--- src/rtl/frame_serializer_pkg.sv ---
// Shared framing constants for the DCT UART link, used by the TX framer
// and the RX deframer.
package frame_serializer_pkg;

    localparam int unsigned FRAME_NBYTES = 32;
    localparam logic [7:0]  FRAME_HDR    = 8'hA5;

    typedef logic [2:0] fsm_state_t;

    localparam fsm_state_t ST_IDLE = 3'd0;
    localparam fsm_state_t ST_HDR  = 3'd1;
    localparam fsm_state_t ST_PAY  = 3'd2;
    localparam fsm_state_t ST_CSUM = 3'd3;
    localparam fsm_state_t ST_GAP  = 3'd4;

endpackage

--- src/rtl/frame_serializer.sv ---
// Transmit-side framer: one result word per strobe in, a UART byte stream out
// (optional header, payload MSB byte first, optional XOR trailer).
module frame_serializer
    import frame_serializer_pkg::*;
#(
    parameter int unsigned NBYTES      = FRAME_NBYTES,
    parameter bit          HEADER_EN   = 1'b1,
    parameter logic [7:0]  HEADER_BYTE = FRAME_HDR,
    parameter bit          CSUM_EN     = 1'b1
) (
    input  logic                clk,
    input  logic                reset,
    input  logic [8*NBYTES-1:0] in_data,
    input  logic                in_valid,
    output logic                in_ready,
    output logic [7:0]          tx_byte,
    output logic                tx_valid,
    input  logic                tx_busy,
    output logic                frame_active,
    output logic                frame_done,
    output logic                overflow,
    output logic [15:0]         frames_sent
);

    localparam int unsigned     W        = 8 * NBYTES;
    localparam int unsigned     IDXW     = $clog2(NBYTES + 1);
    localparam logic [IDXW-1:0] LAST_IDX = IDXW'(NBYTES);
    localparam fsm_state_t      FIRST_ST = HEADER_EN ? ST_HDR : ST_PAY;

    fsm_state_t      state_q, state_d;
    fsm_state_t      prev_q, prev_d;
    logic [W-1:0]    pend_q, pend_d;
    logic            pendFull_q, pendFull_d;
    logic [W-1:0]    active_q, active_d;
    logic [IDXW-1:0] idx_q, idx_d;
    logic [7:0]      csum_q, csum_d;
    logic [7:0]      txByte_q, txByte_d;
    logic            overflow_q, overflow_d;
    logic [15:0]     frames_q, frames_d;
    logic            issue;
    logic            frameEnd;

    always_comb begin
        state_d    = state_q;
        prev_d     = prev_q;
        pend_d     = pend_q;
        pendFull_d = pendFull_q;
        active_d   = active_q;
        idx_d      = idx_q;
        csum_d     = csum_q;
        txByte_d   = txByte_q;
        overflow_d = overflow_q;
        frames_d   = frames_q;
        issue      = 1'b0;
        frameEnd   = 1'b0;

        if (in_valid && !pendFull_q) begin
            pend_d     = in_data;
            pendFull_d = 1'b1;
        end
        if (in_valid && pendFull_q) begin
            overflow_d = 1'b1;
        end

        case (state_q)
            ST_IDLE: begin
                if (pendFull_q) begin
                    active_d   = pend_q;
                    pendFull_d = 1'b0;
                    idx_d      = '0;
                    csum_d     = 8'h00;
                    state_d    = FIRST_ST;
                end
            end
            ST_HDR, ST_PAY, ST_CSUM: begin
                if (!tx_busy) begin
                    issue   = 1'b1;
                    prev_d  = state_q;
                    state_d = ST_GAP;
                    if (state_q == ST_HDR) begin
                        txByte_d = HEADER_BYTE;
                    end else if (state_q == ST_CSUM) begin
                        txByte_d = csum_q;
                    end else begin
                        txByte_d = active_q[W-1 -: 8];
                        active_d = active_q << 8;
                        csum_d   = csum_q ^ active_q[W-1 -: 8];
                        idx_d    = idx_q + 1'b1;
                    end
                end
            end
            // The holdoff cycle gives uart_tx time to raise busy before the
            // next byte is considered.
            ST_GAP: begin
                if (prev_q == ST_HDR) begin
                    state_d = ST_PAY;
                end else if (prev_q == ST_PAY && idx_q != LAST_IDX) begin
                    state_d = ST_PAY;
                end else if (prev_q == ST_PAY && CSUM_EN) begin
                    state_d = ST_CSUM;
                end else begin
                    frameEnd = 1'b1;
                    state_d  = ST_IDLE;
                    frames_d = frames_q + 16'd1;
                end
            end
            default: state_d = ST_IDLE;
        endcase
    end

    always_ff @(posedge clk) begin
        if (reset) begin
            state_q    <= ST_IDLE;
            prev_q     <= ST_IDLE;
            pend_q     <= '0;
            pendFull_q <= 1'b0;
            active_q   <= '0;
            idx_q      <= '0;
            csum_q     <= 8'h00;
            txByte_q   <= 8'h00;
            overflow_q <= 1'b0;
            frames_q   <= 16'h0000;
        end else begin
            state_q    <= state_d;
            prev_q     <= prev_d;
            pend_q     <= pend_d;
            pendFull_q <= pendFull_d;
            active_q   <= active_d;
            idx_q      <= idx_d;
            csum_q     <= csum_d;
            txByte_q   <= txByte_d;
            overflow_q <= overflow_d;
            frames_q   <= frames_d;
        end
    end

    // Strobes are suppressed during reset so an abandoned frame cannot leak a byte.
    assign tx_valid     = issue && !reset;
    assign frame_done   = frameEnd && !reset;
    assign tx_byte      = txByte_d;
    assign in_ready     = !pendFull_q;
    assign frame_active = (state_q != ST_IDLE);
    assign overflow     = overflow_q;
    assign frames_sent  = frames_q;

endmodule

--- config.mk ---
export PLATFORM = sky130hd
export DESIGN_NAME = frame_serializer
export DESIGN_NICKNAME = d
export VERILOG_FILES = /design/src/rtl/frame_serializer_pkg.sv /design/src/rtl/frame_serializer.sv
export SDC_FILE = /design/constraint.sdc
export NUM_CORES = 1
export LEC_CHECK = 0
export BUFFER_PORTS_ARGS = -buffer_cell sky130_fd_sc_hd__buf_2
export CORE_ASPECT_RATIO = 0.6
export CORE_UTILIZATION = 45
export CTS_BUF_LIST = sky130_fd_sc_hd__clkbuf_16
export DETAILED_ROUTE_END_ITERATION = 8
export GPL_TIMING_DRIVEN = 0
export PLACE_DENSITY_LB_ADDON = 0.15
export REMOVE_ABC_BUFFERS = 1
export SYNTH_ARGS = -nofsm -noshare
export SYNTH_HDL_FRONTEND = slang
export SYNTH_SLANG_ARGS = --single-unit
export TNS_END_PERCENT = 5
--- constraint.sdc ---
create_clock -name clk -period 2.4 [get_ports clk]
set_clock_uncertainty 0.15 [all_clocks]
set_input_delay 0.48 -clock clk [delete_from_list [all_inputs] [get_ports clk]]
set_output_delay 0.48 -clock clk [all_outputs]
set_load 0.005 [all_outputs]
**Word-level counts from Yosys, hierarchy flattened**

Cells that the tools add are included.

- Register bits: 558
- Input bits: 260
- Output and inout bits: 29
- Logic and storage cells: 77

- $add $sub $neg: 2
- Equal/unequal tests: 11
- Mux-type cells: 34
- Bitwise gates (word level): 5
- Reduce and logical (&&, ||, !) cells: 15

Operator list:

| kind | number |
|---|---|
| $mux W256 | 4 |
| $pmux W256 S2 | 1 |
| $mux W8 | 8 |
| $mux W6 | 4 |
| $add A16 B1 Y16 const B | 1 |
| $pmux W8 S2 | 1 |
| $pmux W6 S2 | 1 |
| $eq A3 B2 Y1 const B | 3 |
| $mux W1 | 9 |
| $pmux W3 S3 | 1 |
| $ne A2 B2 Y1 const B | 4 |
| $xor A8 B8 Y8 | 1 |
| $add A6 B1 Y6 const B | 1 |
| $eq A3 B1 Y1 const B | 2 |
| $mux W2 | 3 |
| $mux W3 | 2 |
| $ne A6 B6 Y1 const B | 1 |
| $logic_and A1 B1 Y1 | 5 |
| $reduce_and A5 Y1 | 1 |
| $not A1 Y1 | 4 |
| $reduce_and A2 Y1 | 2 |
| $reduce_and A4 Y1 | 1 |
| $eq A3 B3 Y1 const B | 1 |
| $logic_not A3 Y1 | 1 |
| other kinds (4) | 5 |

**Depth between registers and ports, before layout**

- Depth after elaboration: 6
- Depth in mapped cells: 8
- Mapped depth without buffers: 6

**Worst setup path after synthesis**

Ideal clock, no wire load.

- Path type: input port to output port
- Start: in tx_busy
- End: out tx_byte[0]
- Data arrival time: 1373 ps
- Required time: 1770 ps
- Slack: 397 ps
- Stages: 4
- Path buffers: 1
- Path through: nor2_1 -> o21ai_0 -> buf_2 -> mux2_2

- Cells in the longest elaborated chain, start to end: 2

Ends and longest elaborated chain:

| element | line | RTL |
|---|---|---|
| from (decl) | frame_serializer.sv:18 | `input logic tx_busy,` |
| $mux W8 | frame_serializer.sv:76 | `if (!tx_busy) begin` |
| $mux W8 | frame_serializer.sv:65 | `case (state_q)` |
| to (decl) | frame_serializer.sv:16 | `output logic [7:0] tx_byte,` |

Every way passes these cells.

**Worst setup path after layout**

- Start: reg state_q[2]
- End: out tx_byte[5]

- Cells in the longest elaborated chain, start to end: 5
- Elaborated cells on any way between the ends: 8
- Classes of those cells: eq/ne: 3; mux: 4; reduce/logical: 1

Ends and longest elaborated chain:

| element | line | RTL |
|---|---|---|
| from (decl) | frame_serializer.sv:30 | `fsm_state_t state_q, state_d;` |
| from (signal assigned) | frame_serializer.sv:124 | `state_q <= state_d;` |
| $eq A3 B2 Y1 | frame_serializer.sv:65, frame_serializer.sv:82 |  |
| $mux W8 | frame_serializer.sv:82 | `end else if (state_q == ST_CSUM) begin` |
| $mux W8 | frame_serializer.sv:80 | `if (state_q == ST_HDR) begin` |
| $mux W8 | frame_serializer.sv:76 |  |
| $mux W8 * | frame_serializer.sv:65 |  |

Every way passes the cells marked *; elsewhere a longest branch is shown, timed or not.

==> impl_results.rst <==
.. list-table::
   :header-rows: 1

   * - Metric
     - Value
   * - Slowest stage cell on the critical path
     - sky130_fd_sc_hd__dfxtp_4
   * - Number of setup violations in the final report
     - 45
   * - Total buffers and inverters traversed by the critical path
     - 1
   * - Initial antenna violation count
     - 3
   * - Top flip-flop cell by instance count after synthesis
     - sky130_fd_sc_hd__dfxtp_1
   * - # Max-Cap Violations
     - 0
   * - Floorplan die area
     - around 0.049 mm2
   * - Smallest hold slack
     - roughly 0.023 ns
   * - Setup repair after global routing missed its margin
     - true
   * - Instance count on the critical path
     - 4
   * - Dominant delay contributor by cell family on the critical path
     - multiplexers
   * - Type of the worst min-delay path
     - input pin to register
   * - Data required time of the worst path
     - around 1.8 ns
   * - Critical path launch point
     - state_q[2]
   * - Row count
     - between 60 and 70
   * - Number of flip-flops and latches in the synthesized netlist
     - 558
   * - Final-report max-slew violation count
     - 0
   * - Die height
     - approximately 170 um
   * - Fin cells
     - around 3900
   * - Fraction of synthesized area in multiplexers
     - less than 1%
   * - Final net count
     - 3442
   * - Share of the synthesized area in compound gates (AO/OA/AOI/OAI)
     - between 10% and 20%
   * - Final worst path period need
     - between 2 and 3 ns
   * - Final critical-path share of the clock period
     - 106%
   * - Clock latency on the worst-skew pair
     - slightly below 0.6 ns
   * - Critical Path, Cell by Cell
     - nand2b_4, mux2_4, mux2_4, buf_6
   * - Static power due to leakage
     - a little over 0.01 uW
   * - Count of mapped cells out of synthesis
     - ~2800
   * - Count of fill cells added during filler insertion
     - approximately 4200
   * - Post-route antenna net violation count
     - 0
   * - Number of different library cells in the post-synthesis netlist
     - 42
   * - Effective utilization at floorplan
     - about 46%
   * - Peak supply drop
     - 0.575 mV
   * - Count of flip-flops with a built-in enable after synthesis
     - 0
   * - Setup_tns
     - -1.16 ns
   * - Horizontal die dimension
     - 285 um
   * - Number of top-level design ports
     - approximately 290
   * - Simple-gate share of the synthesized area
     - between 20% and 30%
   * - Layout overhead on the synthesized area
     - 30.0%
   * - Dominant combinational cell family by area after synthesis
     - simple AND/OR/NAND/NOR gates
   * - Maximum fanout along the worst path
     - 6
   * - Pin count of the biggest net entering global routing
     - approximately 150
   * - Run status
     - finished, violations left
   * - Final routed DRC violation total
     - 0
   * - Combined area of all synthesized cells
     - ~0.022 mm2
   * - Sequential-to-total area share from yosys stat
     - ~52%
   * - Most common library cells after synthesis
     - sky130_fd_sc_hd__nand2_1 (1035), sky130_fd_sc_hd__dfxtp_1 (558), sky130_fd_sc_hd__a21oi_1 (289)
   * - Cell Pwr Density
     - ~770 mW/mm2
   * - Buffer depth of the longest clock path
     - 3
   * - Weighted congestion reported at the end of routability-driven placement
     - approximately 0.77
   * - Post-placement cell count
     - roughly 3500
   * - Clock sinks
     - 558
   * - Register-to-Register Path Depth
     - 7
   * - Violated checks
     - setup timing
   * - FF-to-FF Start
     - state_q[2]
   * - Detailed placement HPWL
     - ~33 mm
   * - Number of warnings reported in the yosys synthesis log
     - 0
   * - First drt pass iteration count
     - 5
   * - Crit path to
     - tx_byte[5]
   * - Mean number of vias per cell
     - 5.37
   * - Clock buffers created by TritonCTS
     - 51
   * - Global-route wire length before repair
     - between 90 and 100 mm
   * - Worst slew pin tran
     - ~0.85 ns
   * - Area share of xor/xnor cells in the synthesized design
     - less than 1%
   * - Routed wire length
     - between 60 and 70 mm
   * - Dpl ws
     - -0.822 ns
   * - Cell taking the most area after synthesis
     - sky130_fd_sc_hd__dfxtp_1
   * - Synth top area share
     - between 50% and 60%
   * - Clock tree root driver cell
     - sky130_fd_sc_hd__clkbuf_16
   * - Avg WL per Cell
     - about 16 um
   * - Number of port buffers
     - 288
   * - Core region area
     - around 0.047 mm2
   * - Via count
     - roughly 21000
   * - Via count of the first global-routing pass
     - slightly below 20000
   * - Iteration-0 DRC Markers
     - between 1000 and 1500
   * - Number of failing hold endpoints at the final stage
     - 0
   * - Arr. time, crit path
     - between 1.5 and 2 ns
   * - Clock tree from TritonCTS
     - done
   * - RR Endpoint
     - active_q[81]
   * - FFs w/ async S/R, synth
     - 0%
   * - Tot GR Track Use
     - a little under a quarter
   * - Relative slew margins
     - between 40 and 50%
   * - Setup slack of the most critical reg-to-reg path
     - -0.03 ns
   * - Type of destination of the critical path
     - output pin
   * - Adder and majority gate portion of the synthesized area
     - less than 1%
   * - Crit Path Class
     - register to output pin
   * - Max Fclk
     - approximately 0.39 GHz
   * - Cell mode on critical path
     - sky130_fd_sc_hd__mux2_4
   * - Share of post-route cells with drive strength above 1
     - about 14%
   * - CTS clk-pin slew, worst paths
     - 0.07 ns
   * - Final global-route overflow total
     - 0
   * - Startpoint kind of the worst setup timing path
     - register
   * - Most frequent cell after synthesis
     - sky130_fd_sc_hd__nand2_1
   * - Slack of the critical path
     - -0.136 ns
   * - Delay of the slowest critical-path stage
     - about 0.40 ns
   * - H-tree depth
     - 2
   * - Syn avg cell area
     - slightly below 8 um2
   * - Cell types with the largest area share after synthesis
     - sky130_fd_sc_hd__dfxtp_1 (52%), sky130_fd_sc_hd__nand2_1 (18%), sky130_fd_sc_hd__a311oi_1 (10%)
how the worst min path moves through the flow:
| stage | start | endpoint | slack (ns) | cells after the start |
|---|---|---|---|---|
| 6_report | in_data[200] | pend_q[200] | 0.02 | 3 |
| 5_1_grt | in_data[200] | pend_q[200] | 0.0009 | 3 |
| 4_1_cts | in_data[200] | pend_q[200] | 0.0009 | 3 |
| 3_5_place_dp | pend_q[130] | pend_q[130] | 0.30 | 2 |
| 3_3_place_gp | pend_q[207] | pend_q[207] | 0.29 | 2 |
| 2_1_floorplan | pend_q[0] | pend_q[0] | 0.28 | 2 |
through the flow:
stage | total power [uW] | area, um2 | util [%]
floorplan | 12800 | 20600 | -
global placement | 13900 | 22900 | 48.8
detailed placement | 13600 | 23600 | 50.4
CTS | 21900 | 27900 | 59.5
global route | 22800 | 28100 | 60.0
finish | 21800 | 28100 | 60.1
state kept, by name, indices dropped and copies added (netlist names):
register	cells
idx_q	6
pendFull_q	1
csum_q	8
overflow	1
frames_sent	16
pend_q	256
prev_q	3
active_q	256
txByte_q	8
state_q	3
layer usage:
metal,part of all wire (%),GRT usage [%],up-vias
met4,2.4,7.74,0
met1,45,31.9,9806
met5,0,0,-
met3,5.3,3.63,124
li1,-,-,10165
met2,47,39.8,599
where the power goes:
group          total, uW  leakage, uW  switching (uW)  internal, uW
clock network       7840     0.000811            3590          4250
registers          10400      0.00458             402         10000
logic               3530      0.00499            2070          1460
worst reg2reg max path, cell delays in order, from the launching register on:
cell,delay [ns]
sky130_fd_sc_hd__dfxtp_4,0.38
sky130_fd_sc_hd__buf_4,0.14
sky130_fd_sc_hd__nor2_2,0.29
sky130_fd_sc_hd__o21a_4,0.22
sky130_fd_sc_hd__buf_16,0.21
sky130_fd_sc_hd__buf_16,0.28
sky130_fd_sc_hd__bufbuf_16,0.46
sky130_fd_sc_hd__a311oi_1,0.15
placed cells by master (no fill, tap or decap), types with 3 or more instances in the layout:
cell	netlist	final
sky130_fd_sc_hd__a21oi_1	289	289
sky130_fd_sc_hd__mux2_4	0	8
sky130_fd_sc_hd__or3_1	17	17
sky130_fd_sc_hd__buf_2	96	283
sky130_fd_sc_hd__bufbuf_16	0	3
sky130_fd_sc_hd__buf_12	0	12
sky130_fd_sc_hd__or2_2	2	3
sky130_fd_sc_hd__nand3_1	15	15
sky130_fd_sc_hd__clkinv_2	0	10
sky130_fd_sc_hd__nor2b_1	7	5
sky130_fd_sc_hd__inv_1	15	25
sky130_fd_sc_hd__diode_2	0	5
sky130_fd_sc_hd__o31ai_1	3	3
sky130_fd_sc_hd__buf_4	3	17
sky130_fd_sc_hd__clkinvlp_4	0	3
sky130_fd_sc_hd__or4_1	3	3
sky130_fd_sc_hd__bufinv_16	0	3
sky130_fd_sc_hd__clkbuf_16	0	52
sky130_fd_sc_hd__a311oi_2	0	16
sky130_fd_sc_hd__a21o_1	4	4
sky130_fd_sc_hd__nand2b_1	5	4
sky130_fd_sc_hd__nand4_1	3	3
sky130_fd_sc_hd__a311oi_1	249	233
sky130_fd_sc_hd__o21ai_0	22	20
sky130_fd_sc_hd__dfxtp_1	558	555
sky130_fd_sc_hd__nand2_1	1035	1034
sky130_fd_sc_hd__dfxtp_4	0	3
sky130_fd_sc_hd__nor2_1	271	268
sky130_fd_sc_hd__dlygate4sd3_1	0	238
sky130_fd_sc_hd__a22oi_1	8	8
sky130_fd_sc_hd__nor2_4	0	3
sky130_fd_sc_hd__clkinv_1	0	15
sky130_fd_sc_hd__ha_1	3	3
sky130_fd_sc_hd__buf_6	1	7
sky130_fd_sc_hd__buf_16	0	18
what timing repair did:
action                     4_1_cts  5_1_grt
gates cloned                     7        0
hold endpoints to repair       238        0
setup endpoints to repair      258      134
setup buffers                    6       13
pin swaps                        3        9
resized for setup               31       24
hold buffers                   238        0
logic make-up after synthesis:
kind of cell | Yosys count
adders and majority gates | 3
muxes | 10
AOI/OAI and AO/OA | 580
buffers and inverters | 253
DFF | 558
and+or+nand+nor | 1372
xor gates and xnor gates | 4
area by class of cell:
class                      count  area [um2]  area share [%]
sequential                   558       11200            39.7
tap                          630         788            2.80
clock inverter                43         282            1.00
timing repair buffer         580        4870            17.3
antenna                        5        12.5          0.0445
inverter                      15        56.3           0.200
clock buffer                  52        1300            4.62
multi-input combinational   1973        9650            34.3
Note: power is estimated with default switching activity, not from simulation.
